--- src/rtl/alu_cmd_sequencer_pkg.sv ---
// Shared constants for the ALU command sequencer: the default parameter
// values, the width of a received byte, the FSM state encoding and a small
// helper that says whether the FSM is collecting command bytes.
package alu_cmd_sequencer_pkg;

  localparam int SEQ_DATA_SIZE      = 8;
  localparam int SEQ_OPCODE_SIZE    = 6;
  localparam int SEQ_TIMEOUT_CYCLES = 4000;
  localparam int SEQ_RX_WIDTH       = 8;

  typedef enum logic [2:0] {
    GET_A   = 3'd0,
    GET_B   = 3'd1,
    GET_OP  = 3'd2,
    EXEC    = 3'd3,
    SEND    = 3'd4,
    WAIT_TX = 3'd5
  } seq_state_e;

  // GET_B and GET_OP are the only states in which the idle counter runs.
  function automatic logic is_collecting(input seq_state_e s);
    return (s == GET_B) || (s == GET_OP);
  endfunction

endpackage

--- src/rtl/alu_cmd_sequencer_if.sv ---
// Bundle of the byte-receive, ALU and transmit handshake signals of the
// ALU command sequencer.
//   slave  : the sequencer side (receives i_* and drives o_*)
//   master : the environment side (UART rx/tx, ALU)
// Signals:
//   i_rx_data/i_rx_done : received byte and its one-cycle strobe
//   i_alu_result        : combinational ALU result for o_a/o_b/o_op
//   i_tx_done           : transmitter finished its byte
//   o_a/o_b/o_op        : registered operands and opcode
//   o_tx_data/o_tx_start: result byte and its one-cycle send request
//   o_busy/o_timeout/o_overrun : status outputs
interface alu_cmd_sequencer_if
  import alu_cmd_sequencer_pkg::*;
#(
  parameter int DATA_SIZE   = SEQ_DATA_SIZE,
  parameter int OPCODE_SIZE = SEQ_OPCODE_SIZE
);

  logic [SEQ_RX_WIDTH-1:0] i_rx_data;
  logic                    i_rx_done;
  logic [DATA_SIZE-1:0]    i_alu_result;
  logic                    i_tx_done;
  logic [DATA_SIZE-1:0]    o_a;
  logic [DATA_SIZE-1:0]    o_b;
  logic [OPCODE_SIZE-1:0]  o_op;
  logic [DATA_SIZE-1:0]    o_tx_data;
  logic                    o_tx_start;
  logic                    o_busy;
  logic                    o_timeout;
  logic                    o_overrun;

  modport slave (
    input  i_rx_data, i_rx_done, i_alu_result, i_tx_done,
    output o_a, o_b, o_op, o_tx_data, o_tx_start, o_busy, o_timeout, o_overrun
  );

  modport master (
    output i_rx_data, i_rx_done, i_alu_result, i_tx_done,
    input  o_a, o_b, o_op, o_tx_data, o_tx_start, o_busy, o_timeout, o_overrun
  );

endinterface

--- src/rtl/alu_cmd_sequencer_timeout_counter.sv ---
// Idle counter for the ALU command sequencer (module seq_timeout_counter).
// Ports:
//   clk_i, rst_i : rising-edge clock, asynchronous active-high reset
//   clear_i      : restart the count from zero (has priority over enable)
//   enable_i     : count one cycle
//   expired_o    : the count has reached TIMEOUT_CYCLES-1
// The counter saturates at TIMEOUT_CYCLES-1 instead of wrapping, so an
// expired count stays expired until it is cleared.
module seq_timeout_counter
  import alu_cmd_sequencer_pkg::*;
#(
  parameter int TIMEOUT_CYCLES = SEQ_TIMEOUT_CYCLES
) (
  input  logic clk_i,
  input  logic rst_i,
  input  logic clear_i,
  input  logic enable_i,
  output logic expired_o
);

  localparam int CNT_W = (TIMEOUT_CYCLES > 1) ? $clog2(TIMEOUT_CYCLES) : 1;
  localparam logic [CNT_W-1:0] LIMIT = CNT_W'(TIMEOUT_CYCLES - 1);

  logic [CNT_W-1:0] cnt_q;
  logic [CNT_W-1:0] cnt_d;

  // Next count: clear wins, otherwise count up and stop at the limit.
  always_comb begin
    cnt_d = cnt_q;
    if (clear_i) begin
      cnt_d = '0;
    end else if (enable_i && (cnt_q != LIMIT)) begin
      cnt_d = cnt_q + CNT_W'(1);
    end else begin
      cnt_d = cnt_q;
    end
  end

  // Count register.
  always_ff @(posedge clk_i or posedge rst_i) begin
    if (rst_i) begin
      cnt_q <= '0;
    end else begin
      cnt_q <= cnt_d;
    end
  end

  assign expired_o = (cnt_q == LIMIT);

endmodule

--- src/rtl/alu_cmd_sequencer.sv ---
// ALU command sequencer: collects operand A, operand B and an opcode as
// three received bytes, lets the external ALU compute for one cycle,
// latches the result and asks the transmitter to send it, then waits for
// the transmitter to finish before accepting the next command.
// Ports:
//   i_clock : rising-edge clock
//   i_reset : asynchronous active-high reset
//   bus     : alu_cmd_sequencer_if.slave (rx byte, ALU, tx handshake and
//             status outputs)
// A partial command stalls for at most TIMEOUT_CYCLES cycles per byte
// before it is abandoned with an o_timeout pulse. Bytes arriving while a
// result is computed or sent are dropped and flagged with o_overrun.
module alu_cmd_sequencer
  import alu_cmd_sequencer_pkg::*;
#(
  parameter int DATA_SIZE      = SEQ_DATA_SIZE,
  parameter int OPCODE_SIZE    = SEQ_OPCODE_SIZE,
  parameter int TIMEOUT_CYCLES = SEQ_TIMEOUT_CYCLES
) (
  input  logic                 i_clock,
  input  logic                 i_reset,
  alu_cmd_sequencer_if.slave   bus
);

  seq_state_e             state_q;
  logic [DATA_SIZE-1:0]   a_q;
  logic [DATA_SIZE-1:0]   b_q;
  logic [OPCODE_SIZE-1:0] op_q;
  logic [DATA_SIZE-1:0]   tx_data_q;
  logic                   tx_start_q;
  logic                   busy_q;
  logic                   timeout_q;
  logic                   overrun_q;

  logic                   cnt_clear_s;
  logic                   cnt_enable_s;
  logic                   expired_s;

  // The counter restarts on every accepted byte that leads into GET_B or
  // GET_OP, so each byte gets its own full timeout window.
  assign cnt_clear_s  = bus.i_rx_done && ((state_q == GET_A) || (state_q == GET_B));
  assign cnt_enable_s = is_collecting(state_q);

  seq_timeout_counter #(
    .TIMEOUT_CYCLES (TIMEOUT_CYCLES)
  ) u_timeout (
    .clk_i     (i_clock),
    .rst_i     (i_reset),
    .clear_i   (cnt_clear_s),
    .enable_i  (cnt_enable_s),
    .expired_o (expired_s)
  );

  // Command FSM with registered operands, result and status pulses.
  always_ff @(posedge i_clock or posedge i_reset) begin
    if (i_reset) begin
      state_q    <= GET_A;
      a_q        <= '0;
      b_q        <= '0;
      op_q       <= '0;
      tx_data_q  <= '0;
      tx_start_q <= 1'b0;
      busy_q     <= 1'b0;
      timeout_q  <= 1'b0;
      overrun_q  <= 1'b0;
    end else begin
      tx_start_q <= 1'b0;
      timeout_q  <= 1'b0;
      overrun_q  <= 1'b0;
      case (state_q)
        GET_A: begin
          if (bus.i_rx_done) begin
            a_q     <= bus.i_rx_data[DATA_SIZE-1:0];
            state_q <= GET_B;
            busy_q  <= 1'b1;
          end
        end
        GET_B: begin
          // A byte in the expiry cycle is still accepted.
          if (bus.i_rx_done) begin
            b_q     <= bus.i_rx_data[DATA_SIZE-1:0];
            state_q <= GET_OP;
          end else if (expired_s) begin
            state_q   <= GET_A;
            busy_q    <= 1'b0;
            timeout_q <= 1'b1;
          end
        end
        GET_OP: begin
          if (bus.i_rx_done) begin
            op_q    <= bus.i_rx_data[OPCODE_SIZE-1:0];
            state_q <= EXEC;
          end else if (expired_s) begin
            state_q   <= GET_A;
            busy_q    <= 1'b0;
            timeout_q <= 1'b1;
          end
        end
        EXEC: begin
          // Operands have been stable for this whole cycle.
          tx_data_q  <= bus.i_alu_result;
          tx_start_q <= 1'b1;
          overrun_q  <= bus.i_rx_done;
          state_q    <= SEND;
        end
        SEND: begin
          overrun_q <= bus.i_rx_done;
          state_q   <= WAIT_TX;
        end
        WAIT_TX: begin
          overrun_q <= bus.i_rx_done;
          if (bus.i_tx_done) begin
            state_q <= GET_A;
            busy_q  <= 1'b0;
          end
        end
        default: begin
          state_q <= GET_A;
          busy_q  <= 1'b0;
        end
      endcase
    end
  end

  assign bus.o_a        = a_q;
  assign bus.o_b        = b_q;
  assign bus.o_op       = op_q;
  assign bus.o_tx_data  = tx_data_q;
  assign bus.o_tx_start = tx_start_q;
  assign bus.o_busy     = busy_q;
  assign bus.o_timeout  = timeout_q;
  assign bus.o_overrun  = overrun_q;

endmodule

--- src/flat_wrapper.sv ---
// flat-port wrapper written by rule: the top's interface ports become plain ports
module alu_cmd_sequencer_flat import alu_cmd_sequencer_pkg::*;
#(
  parameter int DATA_SIZE      = SEQ_DATA_SIZE,
  parameter int OPCODE_SIZE    = SEQ_OPCODE_SIZE,
  parameter int TIMEOUT_CYCLES = SEQ_TIMEOUT_CYCLES
)
  (i_clock, i_reset, bus_i_rx_data, bus_i_rx_done, bus_i_alu_result, bus_i_tx_done, bus_o_a, bus_o_b, bus_o_op, bus_o_tx_data, bus_o_tx_start, bus_o_busy, bus_o_timeout, bus_o_overrun);
  alu_cmd_sequencer_if #(.DATA_SIZE(DATA_SIZE), .OPCODE_SIZE(OPCODE_SIZE)) bus_i ();
  input  logic i_clock;
  input  logic i_reset;
  input wire logic [$bits(bus_i.i_rx_data)-1:0] bus_i_rx_data;
  input wire logic [$bits(bus_i.i_rx_done)-1:0] bus_i_rx_done;
  input wire logic [$bits(bus_i.i_alu_result)-1:0] bus_i_alu_result;
  input wire logic [$bits(bus_i.i_tx_done)-1:0] bus_i_tx_done;
  output wire logic [$bits(bus_i.o_a)-1:0] bus_o_a;
  output wire logic [$bits(bus_i.o_b)-1:0] bus_o_b;
  output wire logic [$bits(bus_i.o_op)-1:0] bus_o_op;
  output wire logic [$bits(bus_i.o_tx_data)-1:0] bus_o_tx_data;
  output wire logic [$bits(bus_i.o_tx_start)-1:0] bus_o_tx_start;
  output wire logic [$bits(bus_i.o_busy)-1:0] bus_o_busy;
  output wire logic [$bits(bus_i.o_timeout)-1:0] bus_o_timeout;
  output wire logic [$bits(bus_i.o_overrun)-1:0] bus_o_overrun;
  assign bus_i.i_rx_data = bus_i_rx_data;
  assign bus_i.i_rx_done = bus_i_rx_done;
  assign bus_i.i_alu_result = bus_i_alu_result;
  assign bus_i.i_tx_done = bus_i_tx_done;
  assign bus_o_a = bus_i.o_a;
  assign bus_o_b = bus_i.o_b;
  assign bus_o_op = bus_i.o_op;
  assign bus_o_tx_data = bus_i.o_tx_data;
  assign bus_o_tx_start = bus_i.o_tx_start;
  assign bus_o_busy = bus_i.o_busy;
  assign bus_o_timeout = bus_i.o_timeout;
  assign bus_o_overrun = bus_i.o_overrun;
  alu_cmd_sequencer #(.DATA_SIZE(DATA_SIZE), .OPCODE_SIZE(OPCODE_SIZE), .TIMEOUT_CYCLES(TIMEOUT_CYCLES)) u_core (.i_clock(i_clock), .i_reset(i_reset), .bus(bus_i));
endmodule
--- config.mk ---
export PLATFORM = sky130hd
export DESIGN_NAME = alu_cmd_sequencer_flat
export DESIGN_NICKNAME = d
export VERILOG_FILES = /design/src/rtl/alu_cmd_sequencer_pkg.sv /design/src/rtl/alu_cmd_sequencer_if.sv /design/src/rtl/alu_cmd_sequencer_timeout_counter.sv /design/src/rtl/alu_cmd_sequencer.sv /design/src/flat_wrapper.sv
export SDC_FILE = /design/constraint.sdc
export NUM_CORES = 1
export LEC_CHECK = 0
export ABC_AREA = 1
export BUFFER_PORTS_ARGS = -buffer_cell sky130_fd_sc_hd__buf_4
export CORE_MARGIN = 1
export CORE_UTILIZATION = 35
export CTS_BUF_LIST = sky130_fd_sc_hd__clkbuf_4 sky130_fd_sc_hd__clkbuf_8 sky130_fd_sc_hd__clkbuf_16
export DETAILED_ROUTE_END_ITERATION = 6
export PLACE_DENSITY_LB_ADDON = 0.3
export SYNTH_ARGS = -nofsm -noshare
export SYNTH_HDL_FRONTEND = slang
export SYNTH_SLANG_ARGS = --single-unit
export TNS_END_PERCENT = 1
--- constraint.sdc ---
create_clock -name i_clock -period 2 [get_ports i_clock]
set_clock_uncertainty 0.05 [all_clocks]
set_input_delay 0.1 -clock i_clock [delete_from_list [all_inputs] [get_ports i_clock]]
set_output_delay 0.1 -clock i_clock [all_outputs]
set_load 0.005 [all_outputs]
==> results of run 1 <==
-- cell usage after synthesis (all sizes together) --
master	n	share of area
clkinv	1	0.0017
or2	1	0.0028
buf	2	0.012
o21ai	36	0.086
clkbuf	3	0.0050
nand4	7	0.019
o21bai	2	0.0066
nor2	16	0.033
nand2	97	0.18
a21oi	1	0.0022
nor3	2	0.0044
ha	1	0.0055
dfrtp	49	0.54
nand3	21	0.051
inv	30	0.052
-- logic make-up (layout without fill, tap and decap cells) --
logic type	after synthesis	count (layout)
AND/OR/NAND/NOR	144	144
flip-flops	49	49
adder cells (fa/ha/maj)	1	1
AO/OA/AOI/OAI	39	39
buffers and inverters	36	106
-- power groups by stage --
stage	logic (mW)	registers [mW]	clock network, mW
floorplan	0.912	1.58	0
global placement	1.52	1.58	0
detailed placement	1.55	1.58	0
CTS	1.57	1.56	0.841
global route	1.76	1.60	0.885
finish	1.55	1.56	0.815
-- critical path: cells and delay by family (launching register included) --
family	cells	cell delay [ns]
compound gates	1	0.08
buf+inv	3	0.44
simple gates	6	0.55
flops	1	0.44
-- metal layers --
metal	part of all wire	vias up
li1	-	994
met3	0.056	9
met4	0.013	0
met2	0.48	48
met5	0	-
met1	0.45	880
-- per-stage QoR --
stage / instances / setup WS, ns
finish: 414 / 0.363
global placement: 397 / 0.415
global route: 414 / 0.142
detailed placement: 397 / 0.383
CTS: 414 / 0.358
floorplan: 269 / 0.562
-- worst max path at each step --
stage | from | end | cells past startpoint
after floorplan | u_core.u_timeout.cnt_q[0] | u_core.u_timeout.cnt_q[5] | 10
after global placement | u_core.state_q[1] | u_core.u_timeout.cnt_q[9] | 9
after detailed placement | u_core.state_q[1] | u_core.u_timeout.cnt_q[11] | 9
after CTS | u_core.state_q[1] | u_core.u_timeout.cnt_q[11] | 10
after global routing | u_core.state_q[1] | u_core.u_timeout.cnt_q[8] | 10
final | u_core.state_q[1] | u_core.u_timeout.cnt_q[11] | 10
-- area by class of cell --
type | instances | share of cell area
Sequential cell | 49 | 0.411
Inverter | 31 | 0.0407
Clock inverter | 3 | 0.0218
Multi-Input combinational cell | 184 | 0.295
Timing Repair Buffer | 67 | 0.176
Clock buffer | 5 | 0.0231
Tap cell | 75 | 0.0315
-- repair_timing --
action / CTS / global route
resized for setup: 0 / 0
setup buffers: 0 / 0
hold endpoints to repair: 24 / 0
hold buffers: 9 / 0
-- flip-flops by register name (all words and copies together) (netlist names) --
name	count
u_core.bus.o_b	8
u_core.u_timeout.cnt_q	12
u_core.bus.o_op	6
u_core.bus.o_tx_data	8
u_core.bus.o_timeout	1
u_core.state_q	3
u_core.bus.o_tx_start	1
u_core.bus.o_a	8
u_core.bus.o_overrun	1
u_core.bus.o_busy	1
==> qor.txt, run 1 <==
Min-Delay Startpoint - bus_i_rx_data[7]
Initial core utilization - 0.372
Initial antenna violation count - 0
Hold slack - 0.0399 ns
Footprint of the multi-input gates - 880 µm²
Die area - 6800 µm²
Status - finished, final reports clean
Setup_tns - 0 ns
Area Growth Syn to Fin - 31.5%
H-tree Lvls - 2
Post-synth cell types - 25
Final period util - 0.818
GRT met1 Usage - 0.223
ANT cells - 0
DRT Wirelength - 4.90 mm
Met2 usage - 0.257
Maximum vdd ir drop - 0.842 mV
Dpl hpwl - 3.56 mm
Clock transition at path regs - 0.09 ns
Core ar. - 6100 µm²
Storage element area - 1230 µm²
Worst r2r src - u_core.state_q[1]
Port-buffer cells - 53
First-pass GRT wire length - 8.51 mm
Post-Syn Nets - 290
Arr. time, crit path - 1.81 ns
Crit end category - flip-flop
Fraction of layout cells with a size suffix above 1 - 0.274
Post-layout util - 0.489
Layout Nets - 359
Critical R2R Capture - u_core.u_timeout.cnt_q[11]
Post-route cell area - 2980 µm²
CTS tree - built
Reg power frac - 0.398
Sink Count - 49
Pwr/cell area - 1320 nW/µm²
Mapped cell area - 2270 µm²
Post-synthesis mux area share - 0
Iter 0 DRT Violations - 94
Fin. Hold Viols - 0
Met3 Use GR - 0.0473
Total number of vias - 1931
Simple-gate share of the synthesized area - 0.288
Compound-gate portion of the synthesized area - 0.0950
Fillcell total - 605
CP Launch Type - flip-flop
Gate power share - 0.394
Clk root buf - clkbuf_8
Delay of the slowest critical-path stage - 0.44 ns
CP cell instances - inv_2 > nand2_2 > nor2_2 > nand2_4 > nand2_1 > inv_2 > nand2_4 > inv_6 > nand2_1 > o21ai_1
Num CTS Buffers - 5
Setup slack, reg-to-reg - 0.36 ns
Adder-cell share of the synthesized area - 0.00552
Max Fclk - 0.611 GHz
GR peak layer - met2
Min Tclk post-route - 1.64 ns
Post-synthesis xor/xnor area fraction - 0
Placed cell area - 2760 µm²
Pin count of the biggest net entering global routing - 19
Switch Pwr - 1.38 mW
Most frequent cells in the layout - nand2_1, buf_4, dfrtp_1
Tot GR Track Use - 0.165
Syn avg cell area - 8.42 µm²
Worst-Skew Late Latency - 0.29 ns
Worst Max-Slew Pin Slew - 0.372 ns
Leak pwr - 1.52 nW
Post-synthesis sequential area ratio - 0.541
Ys Warns - 0
Vias per cell - 4.66
Overflow after GRT - 0
Critical-path top delay cell - dfrtp_1
Sw frac - 0.351
Largest family of logic cells by synthesized area - simple AND/OR/NAND/NOR gates
Vias in the first global route - 1839
Max-cap violations - 0
CP Class - flip-flop to flip-flop
Io pins - 54
Commonest non-fill, non-tap cell in the layout - nand2_1
Hold path depth - 3
# rows - 28
Hold Path Class - input port to flip-flop
Total power - 3.92 mW
Int Pwr - 2.55 mW
Post-route DRC - 0
RSZ-0062 raised after global routing - false
Hold endpoint - u_core.bus.o_b[7]
#FFs+latches synth - 49
Setup-failing EPs final - 0
Post-detailed-route count of antenna-violating nets - 0
Max-slew violations - 0
Clock Path Buffers - 2
Die Ht - 82.5 µm
DR pass1 iterations - 4
Gpl congestion - 0.883
Max_slew headroom - 0.752
Crit Path Max Fanout - 18
Worst path required time - 2.17 ns
Worst-case reg-to-reg path depth - 10
Die width - 82.5 µm
Synth Instances - 269
Clock share of power - 0.208
Wirelength per Cell - 11.8 µm
Note: power is estimated with default switching activity, not from simulation.
==> inputs of run 2 (changes only) <==
--- a/config.mk
+++ b/config.mk
@@ -5,7 +5,7 @@
 export SDC_FILE = /design/constraint.sdc
 export NUM_CORES = 1
 export LEC_CHECK = 0
-export ABC_AREA = 1
+export ABC_AREA = 0
 export BUFFER_PORTS_ARGS = -buffer_cell sky130_fd_sc_hd__buf_4
 export CORE_MARGIN = 1
 export CORE_UTILIZATION = 35
==> constraint.sdc (replaced) <==
create_clock -name i_clock -period 1.57 [get_ports i_clock]
set_clock_uncertainty 0.05 [all_clocks]
set_input_delay 0.0785 -clock i_clock [delete_from_list [all_inputs] [get_ports i_clock]]
set_output_delay 0.0785 -clock i_clock [all_outputs]
set_load 0.005 [all_outputs]
==> run 2 against run 1 <==
The run now ends with setup timing left. Clock power increased by 12%. Critical path depth fell by 4. Count of clock-buffer cells in the layout up 1. Worst hold slack got worse by 0.028 ns. First-iteration DRC count up 46%. Synthesized area decreased by 4.3%. Power grew 50%. Register-to-register slack lost 0.50 ns. Wire length grew 13%. Final cell count decreased by 8.7%. Synthesized cell count is 29% lower. Critical endpoint is now u_core.u_timeout.cnt_q[4].
==> qor.txt, run 2 <==
#FFs+latches synth - 49
DR pass1 iterations - 4
Clock Path Buffers - 2
Area Growth Syn to Fin - 58.7%
Max_slew headroom - 0.699
Largest family of logic cells by synthesized area - simple AND/OR/NAND/NOR gates
Io pins - 54
Worst path required time - 1.70 ns
Worst-Skew Late Latency - 0.30 ns
Ys Warns - 0
Gate power share - 0.490
Compound-gate portion of the synthesized area - 0.0594
Failing checks - setup timing
Sw frac - 0.323
Post-synthesis sequential area ratio - 0.565
Max Fclk - 0.585 GHz
Core ar. - 5960 µm²
Critical-path top delay cell - dfrtp_2
Total number of vias - 1865
Vias in the first global route - 1867
Clock transition at path regs - 0.09 ns
Simple-gate share of the synthesized area - 0.190
Iter 0 DRT Violations - 137
Pin count of the biggest net entering global routing - 22
Layout Nets - 323
H-tree Lvls - 2
Arr. time, crit path - 1.84 ns
Synth top cells by count - dfrtp_1, nand2_1, mux2_2
Reg power frac - 0.354
Sink Count - 49
Post-synthesis mux area share - 0.123
Crit end category - flip-flop
Post-detailed-route count of antenna-violating nets - 0
Port-buffer cells - 53
RSZ-0062 raised after global routing - true
Number of flip-flops in the largest register - 12
Overflow after GRT - 0
Share of the synthesized area in the top cell type - 0.565
CP Launch Type - flip-flop
Synth area leader - dfrtp_1
Setup-failing EPs final - 36
Vias per cell - 4.93
Ranking of synthesized cells by area - dfrtp_1, mux2_2, nand2_1
Maximum vdd ir drop - 1.17 mV
Commonest non-fill, non-tap cell in the layout - buf_4
First-pass GRT wire length - 8.78 mm
Die width - 80.7 µm
Pwr/cell area - 1710 nW/µm²
Leak pwr - 1.64 nW
Status - complete, but fails checks
Fin cells - 378
CP cell instances - xnor2_4 > or2_4 > buf_6 > buf_4 > o31ai_1 > a21oi_2
Fraction of layout cells with a size suffix above 1 - 0.505
Adder-cell share of the synthesized area - 0.00577
Number of synthesized flops with an enable pin - 0
Syn avg cell area - 11.3 µm²
Clk root buf - clkbuf_8
Crit Path Max Fanout - 6
Post-synth cell types - 41
Dpl hpwl - 3.55 mm
Synth Instances - 192
Fin. Hold Viols - 0
Die Ht - 80.7 µm
Mapped cell area - 2170 µm²
Most frequent cell after synthesis - dfrtp_1
Max-slew violations - 0
Gpl congestion - 0.899
Tot GR Track Use - 0.178
Initial antenna violation count - 0
CTS tree - built
Switch Pwr - 1.90 mW
ANT cells - 0
Die area - 6520 µm²
Clock share of power - 0.156
Num CTS Buffers - 5
Largest Register - u_core.u_timeout.cnt_q
Worst setup margin - -0.140 ns
Final period util - 1.09
Pre-CTS setup slack - -0.163 ns
CP Class - flip-flop to flip-flop
Post-synthesis xor/xnor area fraction - 0.0236
Min Tclk post-route - 1.71 ns
# rows - 28
Wirelength per Cell - 14.7 µm
Most frequent cells in the layout - buf_4, dfrtp_1, nand2_1
Placed cells - 343
Int Pwr - 3.99 mW
Initial core utilization - 0.364
Post-Syn Nets - 213
Hold Path Class - input port to flip-flop
Max-cap violations - 0
Delay of the slowest critical-path stage - 0.46 ns
Post-route DRC - 0
Top_reg_cell synth - dfrtp_1
Async set or reset register ratio after synthesis - 1.00
DRT Wirelength - 5.54 mm
Worst Max-Slew Pin Slew - 0.450 ns
==> run 2: cell types whose count changed in the layout (fill, tap and decap cells not counted), moves of 9 or more <==
cell,delta
nand2_2,-9
dlygate4sd3_1,+9
mux2_4,+16
nand3_1,-12
inv_1,-25
o21ai_0,-27
nand2_1,-54
buf_4,+33
==> run 2: worst paths after layout <==
check,slack [ns],endpoint,start,cells after the start
max in group asynchronous,0.62,u_core.bus.o_b[2],i_reset,4
hold / removal,0.01,u_core.state_q[0],bus_i_rx_done,3
hold reg to reg,0.44,u_core.bus.o_tx_data[6],u_core.bus.o_tx_data[6],2
setup / recovery,-0.14,u_core.u_timeout.cnt_q[4],u_core.state_q[0],6
min in group asynchronous,0.29,u_core.u_timeout.cnt_q[2],i_reset,3
setup reg to reg,-0.14,u_core.u_timeout.cnt_q[4],u_core.state_q[0],6
==> run 2: logic make-up (layout without fill, tap and decap cells) <==
group                    after synthesis  after routing
AO/OA/AOI/OAI                         20             20
adder cells (fa/ha/maj)                1              1
AND/OR/NAND/NOR                       79             79
buffers and inverters                 14            125
XOR/XNOR                               5              5
multiplexers                          24             24
flip-flops                            49             49
==> run 2: timing repair <==
action	CTS	global route
resized for setup	41	13
endpoints found under the setup margin	36	46
pin swaps	10	6
cloned	2	0
setup buffers	7	0
hold endpoints to repair	49	0
hold buffers	18	0
==> run 2: metal layers <==
metal / track usage / part of all wire / wire length (µm)
met4: 0.0536 / 0.011 / 60
met1: 0.239 / 0.45 / 2490
met3: 0.0371 / 0.052 / 288
met2: 0.291 / 0.49 / 2700
met5: 0 / 0 / 0
==> run 2: cell type report <==
type,instances,area [µm²]
repair buffers,115,931
fillers,496,2510
clock buffers,6,76.3
well taps,75,93.8
flip-flops and latches,49,1230
clock inverters,2,38.8
multi-input cells,129,1070
inverters,2,7.51
==> run 2: power groups by stage <==
stage | Clock (mW) | Sequential, mW | Combinational, mW
5_1_grt | 0.989 | 2.14 | 3.15
4_1_cts | 0.937 | 2.08 | 2.83
2_1_floorplan | 0 | 2.06 | 1.17
3_3_place_gp | 0 | 2.06 | 2.31
6_report | 0.916 | 2.09 | 2.89
3_5_place_dp | 0 | 2.08 | 2.36
==> run 2: through the flow <==
stage,hold slack [ns],power (mW),utilization,instance area (µm²),TNS (ns)
final,0.0123,5.89,0.578,3440,-2.24
after global routing,0.0490,6.28,0.578,3440,-5.15
after CTS,0.00583,5.85,0.570,3390,-2.27
after detailed placement,0.0756,4.43,0.485,2890,-3.13
after global placement,0.0765,4.37,0.485,2890,-2.80
after floorplan,0.134,3.23,-,2190,-0.597
==> run 2: worst max-delay path, delay by kind of cell (launching register included) <==
kind / cells / cell delay, ns
flip-flops: 1 / 0.46
AND/OR/NAND/NOR: 1 / 0.25
buffers and inverters: 2 / 0.26
XOR/XNOR: 1 / 0.16
AO/OA/AOI/OAI: 2 / 0.39
==> inputs of run 3 (changes only) <==
--- a/config.mk
+++ b/config.mk
@@ -5,7 +5,7 @@
 export SDC_FILE = /design/constraint.sdc
 export NUM_CORES = 1
 export LEC_CHECK = 0
-export ABC_AREA = 0
+export ABC_AREA = 1
 export BUFFER_PORTS_ARGS = -buffer_cell sky130_fd_sc_hd__buf_4
 export CORE_MARGIN = 1
 export CORE_UTILIZATION = 35
==> run 3 against run 2 <==
The flow now finishes without violations. Global-route usage down 0.53 points. Critical path depth grew 2. Non-clock buffer count is 41 lower. Core utilization fell by 7.4 points. Final cell count increased by 12%. Wire length down 9.3%. Worst setup slack improved by 0.25 ns. Clock power is 13% lower. Critical path type unchanged. Via count rose by 6.8%. Die area grew 4.3%.
==> qor.txt, run 3 (same netlist as run 1, synthesis figures left out) <==
Pwr/cell area - 1630 nW/µm²
Clk root buf - clkbuf_8
CP Class - flip-flop to flip-flop
Switch Pwr - 1.92 mW
Core ar. - 6100 µm²
Leak pwr - 1.55 nW
Crit Path Max Fanout - 8
Initial antenna violation count - 0
Sw frac - 0.383
Gate power share - 0.446
DR pass1 iterations - 6
Sink Count - 49
Post-layout util - 0.504
Gpl congestion - 0.893
Crit end category - flip-flop
Worst r2r src - u_core.state_q[2]
Worst-case reg-to-reg path depth - 8
Placed cell area - 2780 µm²
Hold Path Class - input port to flip-flop
Met1 WL - 2.37 mm
Setup-failing EPs final - 0
Delay of the slowest critical-path stage - 0.42 ns
Fin cells - 423
Num CTS Buffers - 5
Footprint of the multi-input gates - 908 µm²
Metal3 WL - 228 µm
Worst path required time - 1.71 ns
Fillcell total - 591
Placed cells - 399
Clock transition at path regs - 0.09 ns
Initial core utilization - 0.372
Total number of vias - 1992
Hold endpoint - u_core.bus.o_op[0]
Most frequent cells in the layout - nand2_1, buf_4, dfrtp_1
Vias per cell - 4.71
Post-route cell area - 3070 µm²
Storage element area - 1230 µm²
Post-detailed-route count of antenna-violating nets - 0
Commonest non-fill, non-tap cell in the layout - nand2_1
CP cell instances - nor2_1 > nand2_1 > nand2_1 > nand2_4 > nand2_8 > clkinv_8 > nand2_2 > nand2_1
Metal2 WL - 2.36 mm
Hold path depth - 3
First-pass GRT wire length - 8.85 mm
Status - finished, final reports clean
Wirelength per Cell - 11.9 µm
Worst setup margin - 0.106 ns
CP most frequent cell - nand2_1
Min-Delay Startpoint - bus_i_rx_data[0]
Max-slew violations - 0
Critical-path top delay cell - dfrtp_1
Worst-Skew Late Latency - 0.30 ns
Iter 0 DRT Violations - 128
Int Pwr - 3.09 mW
DRT Wirelength - 5.03 mm
CTS tree - built
Clock Path Buffers - 2
Die area - 6800 µm²
Tot GR Track Use - 0.173
Final period util - 0.932
Area Growth Syn to Fin - 35.7%
Max_slew headroom - 0.808
Critical R2R Capture - u_core.u_timeout.cnt_q[7]
Post-route DRC - 0
Largest Register - u_core.u_timeout.cnt_q
Worst Max-Slew Pin Slew - 0.287 ns
Overflow after GRT - 0
Max layer used - met4
CP Launch Type - flip-flop
Total power - 5.01 mW
Layout Nets - 368
Reg power frac - 0.395
Port-buffer cells - 53
Die Ht - 82.5 µm
Min Tclk post-route - 1.46 ns
Die width - 82.5 µm
RSZ-0062 raised after global routing - true
Arr. time, crit path - 1.61 ns
Number of flip-flops in the largest register - 12
H-tree Lvls - 2
Clock share of power - 0.158
Setup slack, reg-to-reg - 0.11 ns
Io pins - 54
Max-cap violations - 0
Pin count of the biggest net entering global routing - 50
Fin. Hold Viols - 0
Dpl hpwl - 3.37 mm
Pre-CTS setup slack - -0.0235 ns
Vias in the first global route - 1935
ANT cells - 0
Fraction of layout cells with a size suffix above 1 - 0.299
Max Fclk - 0.683 GHz
# rows - 28
Maximum vdd ir drop - 0.832 mV
run 3: cell count changes in the layout (fill, tap and decap cells not counted), sizes merged, moves of 7 or more:
| cell | before | now |
|---|---|---|
| nand3 | 8 | 21 |
| nor2 | 7 | 16 |
| buf | 97 | 63 |
| mux2 | 22 | 0 |
| dlygate4sd3 | 18 | 11 |
| nand2 | 32 | 97 |
| o21ai | 4 | 36 |
| inv | 1 | 32 |
run 3: worst max-delay path by stage:
stage          slack (ns)                      start  cells past startpoint                   endpoint
6_report             0.11          u_core.state_q[2]                      8  u_core.u_timeout.cnt_q[7]
5_1_grt             -0.01  u_core.u_timeout.cnt_q[1]                      8  u_core.u_timeout.cnt_q[2]
4_1_cts              0.01  u_core.u_timeout.cnt_q[0]                      9  u_core.u_timeout.cnt_q[9]
3_5_place_dp        -0.02  u_core.u_timeout.cnt_q[1]                      9  u_core.u_timeout.cnt_q[9]
3_3_place_gp         0.06  u_core.u_timeout.cnt_q[0]                      8  u_core.u_timeout.cnt_q[8]
2_1_floorplan        0.13  u_core.u_timeout.cnt_q[0]                     10  u_core.u_timeout.cnt_q[5]
run 3: layout make-up:
class                           instances  share of cell area
Timing Repair inverter                  2             0.00733
Inverter                               31              0.0411
Clock buffer                            6              0.0269
Sequential cell                        49               0.399
Timing Repair Buffer                   74               0.194
Clock inverter                          2             0.00570
Multi-Input combinational cell        184               0.295
Tap cell                               75              0.0305
run 3: per-stage QoR:
stage	hold slack, ns	setup TNS [ns]
after CTS	0.00305	0
final	0.0105	0
after global routing	0.0253	-0.0174
after global placement	0.101	0
after floorplan	0.138	0
after detailed placement	0.103	-0.0373
run 3: power by group through the flow:
stage	Sequential [mW]	Clock [mW]	Combinational, mW
final	1.98	0.794	2.24
after global routing	2.03	0.875	2.55
after CTS	1.98	0.825	2.12
after detailed placement	1.99	0	2.04
after global placement	1.99	0	1.99
after floorplan	2.01	0	1.16
run 3: repair_timing:
| action | CTS | global route |
|---|---|---|
| pin swaps | 0 | 4 |
| endpoints found under the setup margin | 10 | 13 |
| hold buffers | 11 | 0 |
| setup buffers | 0 | 3 |
| resized for setup | 3 | 11 |
| gates cloned | 1 | 1 |
| hold endpoints to repair | 60 | 0 |
run 3: routing by layer:
layer	up-vias	GRT usage
met2	43	0.269
met3	9	0.0385
met1	924	0.239
li1	1016	-
met4	0	0.0544
met5	-	0
run 3: worst max-delay path, delay by kind of cell, from the launching register on:
| kind | cells | cell delay (ns) |
|---|---|---|
| simple gates | 7 | 0.79 |
| flops | 1 | 0.42 |
| buf+inv | 1 | 0.09 |
